### config.mk
export PLATFORM = sky130hd
export DESIGN_NAME = enc_quad_decoder
export DESIGN_NICKNAME = d
export VERILOG_FILES = /design/src/rtl/enc_quad_decoder.sv
export SDC_FILE = /design/constraint.sdc
export NUM_CORES = 1
export LEC_CHECK = 0
export ABC_AREA = 1
export BUFFER_PORTS_ARGS = -buffer_cell sky130_fd_sc_hd__buf_2
export CAP_MARGIN = 20
export CORE_ASPECT_RATIO = 0.9
export CORE_MARGIN = 5
export CORE_UTILIZATION = 30
export CTS_CLUSTER_SIZE = 16
export DETAILED_ROUTE_END_ITERATION = 16
export REMOVE_ABC_BUFFERS = 1
export SETUP_SLACK_MARGIN = 0.5
export SYNTH_ARGS = -nofsm -noshare
export SYNTH_HDL_FRONTEND = slang
export SYNTH_SLANG_ARGS = --single-unit
### constraint.sdc
create_clock -name clk_fast -period 5 [get_ports clk_fast]
set_input_delay 0 -clock clk_fast [delete_from_list [all_inputs] [get_ports clk_fast]]
set_output_delay 0 -clock clk_fast [all_outputs]
set_load 0.01 [all_outputs]
### src/rtl/enc_quad_decoder.sv
// Quadrature front-end: 2-flop sync, per-channel glitch filter and x4 decode into a signed position.
// Raw edge to ticks/pos is FILT_LEN+3 clk_fast edges; no backpressure, ticks is a one-cycle pulse.
module enc_quad_decoder #(
  parameter int FILT_LEN = 3,
  parameter int POS_W    = 24
) (
  input  logic             clk_fast,
  input  logic             reset,
  input  logic             enc_a,
  input  logic             enc_b,
  input  logic             preload_en,
  input  logic [POS_W-1:0] preload_val,
  input  logic             clr_err,
  output logic [POS_W-1:0] pos,
  output logic             ticks,
  output logic             dir,
  output logic             err,
  output logic             a_filt,
  output logic             b_filt
);

  localparam logic [3:0]       LP_FILT_LEN   = 4'(FILT_LEN);
  localparam logic [4:0]       LP_START_LAST = 5'(FILT_LEN + 2);
  localparam logic [POS_W-1:0] LP_POS_ONE    = POS_W'(1);

  typedef enum logic [0:0] {
    ST_START,
    ST_RUN
  } state_t;

  state_t           r_state;
  state_t           w_state_nxt;
  logic [4:0]       r_start_cnt;
  logic [4:0]       w_start_cnt_nxt;
  logic             w_window;

  // Channel vectors are {A, B}: bit 1 is A, bit 0 is B.
  logic [1:0]       r_sync1;
  logic [1:0]       r_sync2;
  logic [3:0]       r_fcnt [2];
  logic [3:0]       w_fcnt_inc [2];
  logic [1:0]       r_filt;
  logic [1:0]       r_prev;

  logic [1:0]       w_delta;
  logic             w_step;
  logic             w_illegal;
  logic             w_fwd;

  logic [POS_W-1:0] r_pos;
  logic             r_ticks;
  logic             r_dir;
  logic             r_err;

  always_ff @(posedge clk_fast or negedge reset) begin
    if (!reset) begin
      r_sync1 <= 2'b00;
      r_sync2 <= 2'b00;
    end else begin
      r_sync1 <= {enc_a, enc_b};
      r_sync2 <= r_sync1;
    end
  end

  always_ff @(posedge clk_fast or negedge reset) begin
    if (!reset) begin
      r_state     <= ST_START;
      r_start_cnt <= 5'd0;
    end else begin
      r_state     <= w_state_nxt;
      r_start_cnt <= w_start_cnt_nxt;
    end
  end

  // Startup window: filter and decoder track the sync outputs until the sync chain is settled.
  always_comb begin
    w_state_nxt     = r_state;
    w_start_cnt_nxt = r_start_cnt;
    w_window        = 1'b0;
    case (r_state)
      ST_START: begin
        w_window        = 1'b1;
        w_start_cnt_nxt = r_start_cnt + 5'd1;
        if (r_start_cnt == LP_START_LAST) begin
          w_state_nxt     = ST_RUN;
          w_start_cnt_nxt = 5'd0;
        end
      end
      ST_RUN: begin
        w_state_nxt = ST_RUN;
      end
      default: begin
        w_state_nxt     = ST_START;
        w_start_cnt_nxt = 5'd0;
      end
    endcase
  end

  always_comb begin
    for (int i = 0; i < 2; i++) begin
      w_fcnt_inc[i] = r_fcnt[i] + 4'd1;
    end
  end

  always_ff @(posedge clk_fast or negedge reset) begin
    if (!reset) begin
      r_fcnt[0] <= 4'd0;
      r_fcnt[1] <= 4'd0;
      r_filt    <= 2'b00;
    end else if (w_window) begin
      r_fcnt[0] <= 4'd0;
      r_fcnt[1] <= 4'd0;
      r_filt    <= r_sync2;
    end else begin
      for (int i = 0; i < 2; i++) begin
        if (r_sync2[i] == r_filt[i]) begin
          r_fcnt[i] <= 4'd0;
        end else if (w_fcnt_inc[i] == LP_FILT_LEN) begin
          r_filt[i] <= r_sync2[i];
          r_fcnt[i] <= 4'd0;
        end else begin
          r_fcnt[i] <= w_fcnt_inc[i];
        end
      end
    end
  end

  // Forward (A leads B) exactly when the previous B differs from the new A.
  always_comb begin
    w_delta   = r_prev ^ r_filt;
    w_step    = (w_delta == 2'b01) || (w_delta == 2'b10);
    w_illegal = (w_delta == 2'b11);
    w_fwd     = r_prev[0] ^ r_filt[1];
  end

  always_ff @(posedge clk_fast or negedge reset) begin
    if (!reset) begin
      r_prev  <= 2'b00;
      r_pos   <= '0;
      r_ticks <= 1'b0;
      r_dir   <= 1'b1;
      r_err   <= 1'b0;
    end else begin
      r_ticks <= 1'b0;
      r_prev  <= w_window ? r_sync2 : r_filt;

      if (!w_window && w_step) begin
        r_ticks <= 1'b1;
        r_dir   <= w_fwd;
      end

      if (preload_en) begin
        r_pos <= preload_val;
      end else if (!w_window && w_step) begin
        r_pos <= w_fwd ? (r_pos + LP_POS_ONE) : (r_pos - LP_POS_ONE);
      end

      if (!w_window && w_illegal) begin
        r_err <= 1'b1;
      end else if (clr_err) begin
        r_err <= 1'b0;
      end
    end
  end

  assign pos    = r_pos;
  assign ticks  = r_ticks;
  assign dir    = r_dir;
  assign err    = r_err;
  assign a_filt = r_filt[1];
  assign b_filt = r_filt[0];

endmodule

==> impl_results.md <==
* Synth Warn # at 0
* Cell Rows at 39
* Worst Tran Pin Value at around 0.96 ns
* Reg-to-reg slack, setup at ~2.3 ns
* Switching share of power at 0.568
* # setup viols final at 0
* FF-to-FF Start: r_filt[1]$_DFFE_PN0P_
* Crit-path most repeated cell: inv_1
* GRT met2 Usage at 0.229
* Sequential share of power at 0.194
* Sw power at between 2 and 2.5 mW
* Post-synth EDFFs at 0
* RSZ-0062 raised after global routing: false
* Worst-path clk slew at roughly 0.07 ns
* All-layer global routing usage at 0.151
* Combinational power share at 0.709
* Req. time, crit path at between 5 and 6 ns
* Worst skew pair latency at ~0.3 ns
* Detailed Routing Iterations Pass 1 at 5
* FF/Latch Area at 1230 um^2
* R2R Path End: pos[12]$_DFFE_PN0P_
* CP Max Fanout at 34
* Post-synth ARST share at 1.00
* Worst vdd ir at roughly 0.00028 V
* Crit start category: flip-flop
* Final worst slack at 2.32 ns
* Highest clock rate at approximately 0.37 GHz
* Crit path time final at 2.68 ns
* 1st-iter DRT viols at 239
* Tcrit/Tclk final at 0.537
* Top cell type's share of synthesized area at 0.306
* Total Wirelength at roughly 12000 um
* Setup Slack @ Placement at 2.26 ns
* Post-CTS sizing at 0
* Initial antenna violation count at 0
* Worst Hold Class: in -> reg
* Primary FF master, synth: dfrtp_1
* CTS tree: yes
* Critical path launch point: r_filt[1]$_DFFE_PN0P_
* Antenna Cells at 0
* R2R depth at 9
* Clock skew at 0.00804 ns
* Initial core utilization at 0.307
* HPWL after DPL at roughly 8700 um
* CP Class: reg -> reg
* Die span in y at about 120 um
* Area of the multi-input gates at ~2300 um^2
* CP max stage cell: inv_1
* Slew margin rel. at 0.361
* Clk root buf: clkbuf_16
* # nets final at roughly 710
* Final Wtd Congestion at about 0.9
* Longest Clk Path Bufs at 2
* Post-CTS setup buffer count at 0
* Internal power at approximately 1.6 mW
* CTS sink count at slightly below 50
* Post-DR wirelength/cell at 13.8 um
* Fillers at between 1000 and 1500
* Max-Cap Viols at 0
* Power share of the clock group at 0.097
* Ranking of synthesized cells by area: dfrtp_1 (31%), nand2_1 (20%), inv_1 (7.9%)
* Post-layout util at 0.357
* H-tree depth at 2
* Top-count cell post-synth: nand2_1
* Buffers on Ports at between 50 and 60
* Residual DRC at 0
* Hold WS at 0.000230 ns
* Final Hold Fails at 0
* Cell depth of the worst hold path at 5
* Via count at 4023
* Num CTS Buffers at 5
* GRT Residual Overflow at 0
* Core Footprint at around 13000 um^2
* Biggest area consumer among synthesized cells: dfrtp_1
* GR Layer Usage met1 at 0.226
* Max incr delay on CP at between 0.7 and 0.8 ns
* Crit end category: flip-flop
* GRT busiest layer: met2
* Netlist cell types at 32
* Synth Area per Inst at 6.39 um^2
* Status: finished clean
* Worst EP arrival at around 2.9 ns
* Vias in the first global route at 3664
* Die area at around 15000 um^2
* LEAKAGE at approximately 2.4 nW
* Setup TNS at 0 ns
* Gate count of the mapped netlist at slightly above 600
* Yosys reg bits at 49
* Crit path to: pos[12]$_DFFE_PN0P_
* Global routing usage on met3 at 0.0221
* Post-synth top cells: nand2_1 (206), inv_1 (83), nor2_1 (60)
* Area growth from synthesis to layout at 16.2%
* Die width at around 130 um
* CP Cell Sequence: xor2_1 -> ha_1 -> nand2_1 -> inv_1 -> nor2_1 -> buf_4 -> inv_1 -> o21ai_0 -> o22ai_1
* Layout cell share with drive strength beyond 1 at 0.142
* Pwr Density at between 800 and 900 nW/um^2
* Final Slew Violations at 0
* Vias per inst at roughly 4.8
* Synthesized cell area at approximately 4000 um^2
* Pin count of the biggest net entering global routing at 50
* Ports at ~60
* ANT nets after route at 0
* First-pass GRT wire length at between 15000 and 20000 um
* Sequential fraction of the synthesis area at 0.312
* CTS Hold Buffers Added at 8
-- worst max-delay path: cells and delay by family (launching register included) --
kind            cells  cell delay [ns]
compound gates      2             0.44
xor+xnor            1             0.21
fa+ha+maj           1             0.29
buf+inv             3             1.02
flops               1             0.50
simple gates        2             0.13
-- how the worst min path moves through the flow --
stage / from / endpoint
global placement: enc_a / r_sync1[1]$_DFF_PN0_
global route: preload_val[5] / pos[5]$_DFFE_PN0P_
detailed placement: enc_a / r_sync1[1]$_DFF_PN0_
finish: preload_val[19] / pos[19]$_DFFE_PN0P_
CTS: preload_val[3] / pos[3]$_DFFE_PN0P_
floorplan: reset / err$_DFFE_PN0P_
-- through the flow --
stage / cells / total power [mW] / instance area, um^2
2_1_floorplan: 597 / 2.67 / 3810
5_1_grt: 838 / 4.21 / 4570
4_1_cts: 838 / 3.79 / 4570
3_5_place_dp: 822 / 3.40 / 4330
6_report: 838 / 3.77 / 4570
3_3_place_gp: 822 / 3.41 / 4330
-- layer usage --
layer / wire length [um] / vias up / share of wire
li1: - / 2096 / -
met1: 5740 / 1798 / 0.50
met2: 5000 / 121 / 0.43
met3: 654 / 8 / 0.057
met4: 136 / 0 / 0.012
met5: 0 / - / 0
-- placed cells by master, fill, tap and decap left out, types with 2 or more instances in the layout --
master / n
a21oi_1: 19
ha_1: 8
nand4_1: 6
xnor2_1: 3
nand3_1: 51
o21ai_0: 34
dlygate4sd3_1: 8
nand2_2: 10
o22ai_1: 10
a41oi_1: 18
nor2_1: 60
xor2_1: 11
buf_4: 3
a31oi_1: 2
o21ai_1: 3
clkbuf_16: 5
inv_1: 83
nand2_1: 206
nor3_1: 7
dfrtp_1: 48
nand2_4: 4
nor2_2: 6
buf_2: 58
-- power groups by stage --
stage,Clock (mW),Sequential [mW],Combinational (mW)
2_1_floorplan,0,0.765,1.90
3_3_place_gp,0,0.741,2.67
3_5_place_dp,0,0.740,2.66
4_1_cts,0.381,0.735,2.68
5_1_grt,0.395,0.761,3.05
6_report,0.367,0.731,2.67
-- registers in the layout (all words and copies together) (netlist names) --
name / flops
r_start_cnt: 5
r_sync1: 2
r_state: 1
dir: 1
err: 1
pos: 24
r_sync2: 2
r_fcnt: 8
ticks: 1
r_prev: 2
r_filt: 2
-- area by class of cell --
class,count,area share
Timing Repair Buffer,69,0.0860
Clock inverter,2,0.00384
Sequential cell,49,0.269
Multi-Input combinational cell,463,0.496
Clock buffer,6,0.0304
Inverter,85,0.0704
Tap cell,164,0.0449
-- kinds of logic after synthesis --
logic type               synth area share
XOR/XNOR                           0.0312
flip-flops                          0.312
adder cells (fa/ha/maj)            0.0255
buffers and inverters               0.112
AND/OR/NAND/NOR                     0.384
AO/OA/AOI/OAI                       0.135
(Power assumes the default switching activity.)
